### config.mk
export PLATFORM = sky130hd
export DESIGN_NAME = imem_loader_resp
export DESIGN_NICKNAME = d
export VERILOG_FILES = /design/src/rtl/imem_loader_resp.sv
export SDC_FILE = /design/constraint.sdc
export NUM_CORES = 2
export LEC_CHECK = 0
export BUFFER_PORTS_ARGS = -buffer_cell sky130_fd_sc_hd__buf_2
export CORE_MARGIN = 2
export CORE_UTILIZATION = 52
export DETAILED_ROUTE_END_ITERATION = 12
export PLACE_DENSITY = 0.67
export SLEW_MARGIN = 30
export SYNTH_ARGS = -nofsm -noshare
export SYNTH_HDL_FRONTEND = slang
export SYNTH_SLANG_ARGS = --single-unit
### constraint.sdc
create_clock -name clk -period 4.8 [get_ports clk]
set_clock_uncertainty 0.15 [all_clocks]
set_input_delay 0.96 -clock clk [delete_from_list [all_inputs] [get_ports clk]]
set_output_delay 0.96 -clock clk [all_outputs]
set_load 0.02 [all_outputs]
### src/rtl/imem_loader_resp.sv
// Instruction memory with a byte-serial program loader.
// In RUN it serves IF-stage fetches with one cycle of latency. In LOAD it
// assembles little-endian words from a byte stream and writes them from word 0 up.
module imem_loader_resp #(
   parameter int DEPTH = 128,
   parameter int AW    = 7
) (
   input  logic        clk,
   input  logic        rst,
   input  logic        req_valid,
   input  logic [31:0] req_addr,
   output logic        rsp_valid,
   output logic [31:0] rsp_ins,
   output logic        rsp_err,
   output logic        stall,
   input  logic        ld_start,
   input  logic [7:0]  ld_len,
   input  logic        ld_byte_valid,
   input  logic [7:0]  ld_byte,
   output logic        ld_done
);

   typedef enum logic {RUN, LOAD} state_t;

   state_t          state;
   logic [31:0]     mem [DEPTH];
   logic [AW-1:0]   word_ptr;
   logic [AW-1:0]   last_idx;
   logic [AW-1:0]   ld_last;
   logic [1:0]      byte_cnt;
   logic [31:0]     asm_word;
   logic [31:0]     asm_next;
   logic            wr_en;
   logic            out_of_range;

   assign out_of_range = |req_addr[31:AW];
   assign wr_en        = (state == LOAD) && ld_byte_valid && (byte_cnt == 2'd3);

   // Index of the final word of a load; a zero or oversized length fills the whole memory.
   always_comb begin
      if (ld_len == 8'd0 || 32'(ld_len) > DEPTH)
         ld_last = AW'(DEPTH - 1);
      else
         ld_last = AW'(ld_len - 8'd1);
   end

   // Assembly register with the incoming byte dropped into its lane.
   always_comb begin
      asm_next = asm_word;
      case (byte_cnt)
         2'd0:    asm_next[7:0]   = ld_byte;
         2'd1:    asm_next[15:8]  = ld_byte;
         2'd2:    asm_next[23:16] = ld_byte;
         default: asm_next[31:24] = ld_byte;
      endcase
   end

   // Memory array is written only by the loader and never cleared by reset.
   always_ff @(posedge clk) begin
      if (wr_en)
         mem[word_ptr] <= asm_next;
   end

   // RUN/LOAD controller with registered fetch response, stall and done pulse.
   always_ff @(posedge clk or posedge rst) begin
      if (rst) begin
         state     <= RUN;
         stall     <= 1'b0;
         rsp_valid <= 1'b0;
         rsp_err   <= 1'b0;
         rsp_ins   <= 32'd0;
         ld_done   <= 1'b0;
         word_ptr  <= '0;
         last_idx  <= '0;
         byte_cnt  <= 2'd0;
         asm_word  <= 32'd0;
      end else begin
         rsp_valid <= 1'b0;
         rsp_err   <= 1'b0;
         ld_done   <= 1'b0;
         case (state)
            RUN: begin
               if (req_valid) begin
                  rsp_valid <= 1'b1;
                  if (out_of_range) begin
                     rsp_err <= 1'b1;
                     rsp_ins <= 32'd0;
                  end else begin
                     rsp_ins <= mem[req_addr[AW-1:0]];
                  end
               end
               if (ld_start) begin
                  last_idx <= ld_last;
                  word_ptr <= '0;
                  byte_cnt <= 2'd0;
                  asm_word <= 32'd0;
                  state    <= LOAD;
                  stall    <= 1'b1;
               end
            end
            LOAD: begin
               if (ld_byte_valid) begin
                  asm_word <= asm_next;
                  byte_cnt <= byte_cnt + 2'd1;
                  if (byte_cnt == 2'd3) begin
                     word_ptr <= word_ptr + 1'b1;
                     if (word_ptr == last_idx) begin
                        state   <= RUN;
                        stall   <= 1'b0;
                        ld_done <= 1'b1;
                     end
                  end
               end
            end
            default: state <= RUN;
         endcase
      end
   end

endmodule

==> metrics.md <==
| Metric | Value |
|---|---|
| Crit-path slowest cell | `o21ai_0` |
| Residual DRC | `0` |
| Met3 WL | `approximately 48000 µm` |
| #FFs+latches synth | `approximately 4200` |
| Final min period | `4.02 ns` |
| Ys async rst share | `under 10%` |
| Drt total wl | `between 400000 and 500000 µm` |
| Placed Area | `169000 µm²` |
| Synthesis-to-finish area growth | `13.9%` |
| Hold crit path type | `in -> async` |
| Cell Int Power | `~64000 µW` |
| Synth unique cells | `slightly below 50` |
| Crit share post-route | `a little over four fifths` |
| Root buffer cell | `clkbuf_16` |
| Die H | `559 µm` |
| FMAX | `249 MHz` |
| Worst Setup EP | `rsp_ins[18]` |
| Crit path launch | `req_addr[0]` |
| Critical Path Source Type | `input port` |
| Vias in the first global route | `approximately 80000` |
| CTS tree | `done` |
| Pwr Density | `between 400 and 500 nW/µm²` |
| Synth warn | `0` |
| Clk sinks | `roughly 4200` |
| Clock Power Share | `36.5%` |
| Critical-path cell list | `buf_12, buf_12, buf_12, buf_4, mux2i_1, o221ai_1, a21boi_0, o21ai_0, nand4_1, buf_4, o211ai_1` |
| Skew-Pair Late Insertion Delay | `0.93 ns` |
| GRT overflow | `0` |
| Reg-to-Reg Start | `state` |
| Number of H-tree levels | `5` |
| Top_reg_cell synth | `edfxtp_1` |
| Final Hold Viols | `0` |
| Initial antenna violation count | `28` |
| Delay of the slowest critical-path stage | `around 0.7 ns` |
| Crit. End Element | `register` |
| Fraction of layout cells with a size suffix above 1 | `between 20 and 30%` |
| Vias | `between 80000 and 90000` |
| Routed Antenna Nets | `0` |
| Top-count cell post-synth | `edfxtp_1` |
| Area leader, netlist | `edfxtp_1` |
| Register share of total power | `between 50% and 60%` |
| Status | `completed` |
| Slew Viols, Final | `0` |
| First-pass GRT wire length | `just over 600000 µm` |
| Syn Nets | `approximately 7500` |
| M1 WL | `162000 µm` |
| Leak | `approximately 0.06 µW` |
| Port bufs | `88` |
| Sw Share | `approximately a quarter` |
| Average size of a mapped cell | `~21 µm²` |
| Routed met2 length | `slightly above 200000 µm` |
| CTS Hold Buffers Added | `0` |
| R2r endpoint | `rsp_ins[14]` |
| Area contributors post-synth | `edfxtp_1, mux4_2, mux2i_1` |
| Combinational power share | `a little over a tenth` |
| Post-CTS sizing | `0` |
| Nets | `slightly above 8000` |
| CP required | `approximately 5.5 ns` |
| Internal reg-to-reg setup slack | `between 0.8 and 0.9 ns` |
| CORE AREA | `roughly 310000 µm²` |
| Max Used Layer | `met5` |
| Worst path most repeated cell | `buf_12` |
| Post-synthesis sequential area ratio | `around 78%` |
| GPL Wtd Cong | `around 0.85` |
| Vias/cell | `between 6 and 7` |
| Sw Pwr | `roughly 21000 µW` |
| Post-DP HPWL | `247000 µm` |
| Die footprint | `312000 µm²` |
| R2R cell count | `9` |
| IO Count | `89` |
| Post-synth EDFFs | `4096` |
| Largest net degree at the start of global routing | `between 90 and 100` |
| Worst Setup Slack, final | `between 0.7 and 0.8 ns` |
| VDD IR max | `around 440 µV` |
| Measured slew at the worst slew-check pin | `~1.1 ns` |
| CP Max Fanout | `slightly below 60` |
| All-Layer GR Usage | `~28%` |
| Placed cells | `11700` |
| Worst EP arrival | `4.67 ns` |
| Clock buffer depth | `4` |
| Final Instance Area | `around 180000 µm²` |
| Top cell type's share of synthesized area | `between 70% and 80%` |
| Max_cap viols | `0` |
| Top post-synthesis cells by count | `edfxtp_1, mux4_2, mux2i_1` |
| CTS Buf Count | `404` |
| Cells after synthesis | `between 7000 and 8000` |
| Worst-path clk slew | `about 0.06 ns` |
| Unrepaired setup endpoints after global routing | `false` |
| Post-place setup slack | `-0.0937 ns` |
| FP Rows | `203` |
| Synthesized cell area | `between 150000 and 200000 µm²` |
| Worst slew margin | `about 29%` |
| Wire length per cell | `between 30 and 40 µm` |
| Worst setup path category | `in -> reg` |
| Finished Layout Cells | `~12000` |
| Starting Density | `a little over half` |
| DR pass1 iterations | `6` |
| Post-CTS setup buffer count | `0` |
| Die Wd | `between 500 and 600 µm` |
| DR iter-0 viols | `11500` |
| Final setup fails | `0` |
-- power by group through the flow --
stage	logic, µW	clock network (µW)	registers (µW)
2_1_floorplan	4350	0	45700
3_3_place_gp	8610	0	45600
3_5_place_dp	9130	0	45600
4_1_cts	9130	31300	44800
5_1_grt	9670	32700	44800
6_report	9210	31000	44800
-- cell families (layout without fill, tap and decap cells) --
| kind of cell | Yosys count | in the layout | synth area share, % |
|---|---|---|---|
| buffers and inverters | 464 | 1318 | 1.45 |
| multiplexers | 1312 | 1312 | 14.2 |
| AO/OA/AOI/OAI | 1039 | 1039 | 4.71 |
| adder cells (fa/ha/maj) | 8 | 8 | 0.0625 |
| AND/OR/NAND/NOR | 439 | 439 | 1.28 |
| flip-flops | 4181 | 4181 | 78.2 |
| XOR/XNOR | 17 | 17 | 0.0930 |
| other | 0 | 9 | 0 |
-- per-stage QoR --
stage	hold slack [ns]	utilization, %	setup TNS [ns]	total power (µW)
2_1_floorplan	0.312	-	0	50000
3_3_place_gp	0.323	55.3	-0.768	54200
3_5_place_dp	0.331	55.4	-0.0937	54700
4_1_cts	0.0668	59.5	0	85200
5_1_grt	0.0820	59.6	0	87100
6_report	0.0956	59.6	0	85000
-- how the worst min path moves through the flow --
stage | to | startpoint | depth (start not counted) | slack, ns
2_1_floorplan | asm_word[0] | asm_word[0] | 1 | 0.31
3_3_place_gp | asm_word[10] | asm_word[10] | 1 | 0.32
3_5_place_dp | asm_word[1] | asm_word[1] | 1 | 0.33
4_1_cts | asm_word[19] | rst | 2 | 0.07
5_1_grt | last_idx[0] | ld_len[0] | 2 | 0.08
6_report | rsp_ins[2] | rst | 2 | 0.1
-- sequential cells by signal, indices dropped and copies added (netlist names) --
name / cells
rsp_err: 1
rsp_ins: 32
mem: 4096
rsp_valid: 1
stall: 1
last_idx: 7
asm_word: 32
ld_done: 1
state: 1
byte_cnt: 2
word_ptr: 7
-- cell usage in the layout, fill, tap and decap left out, types with 8 or more instances in the layout --
cell and n:
dfrtp_1 85, edfxtp_1 4096, clkbuf_1 84, nand4_1 35, o2111ai_1 32, a22oi_1 288
o22ai_1 96, clkinvlp_4 18, xnor2_1 11, mux2_4 26, a32o_1 33, clkinv_2 78
nand2_1 52, nor2_4 129, o221ai_1 192, clkinv_1 80, nor2_1 52, clkbuf_8 13
buf_12 93, diode_2 9, nand3_1 109, a21boi_0 64, clkbuf_16 410, inv_6 8
mux4_2 768, o21ai_1 43, buf_4 389, buf_2 83, o21ai_0 54, a21oi_1 132
a22o_1 64, bufinv_16 33, ha_1 8, o211ai_1 33, mux2i_1 512
-- cell type report --
cell class	instances	area, µm²
Clock inverter	233	2090
Tap cell	4100	5130
Clock buffer	506	10700
Inverter	9	36.3
Multi-Input combinational cell	2815	33900
Antenna cell	9	22.5
Fill cell	21300	124000
Timing Repair Buffer	570	5290
Sequential cell	4181	125000
-- per-layer routing --
metal | vias to the layer above | track usage [%]
met1 | 43700 | 38.4
met4 | 10 | 11.1
li1 | 32800 | -
met2 | 4833 | 43.6
met5 | - | 0
met3 | 814 | 5.83
-- critical path, delay by kind of cell --
kind / cells / cell delay (ns)
AOI/OAI and AO/OA: 4 / 1.17
buffers and inverters: 5 / 1.54
muxes: 1 / 0.09
and+or+nand+nor: 1 / 0.63
Note: power is estimated with default switching activity, not from simulation.
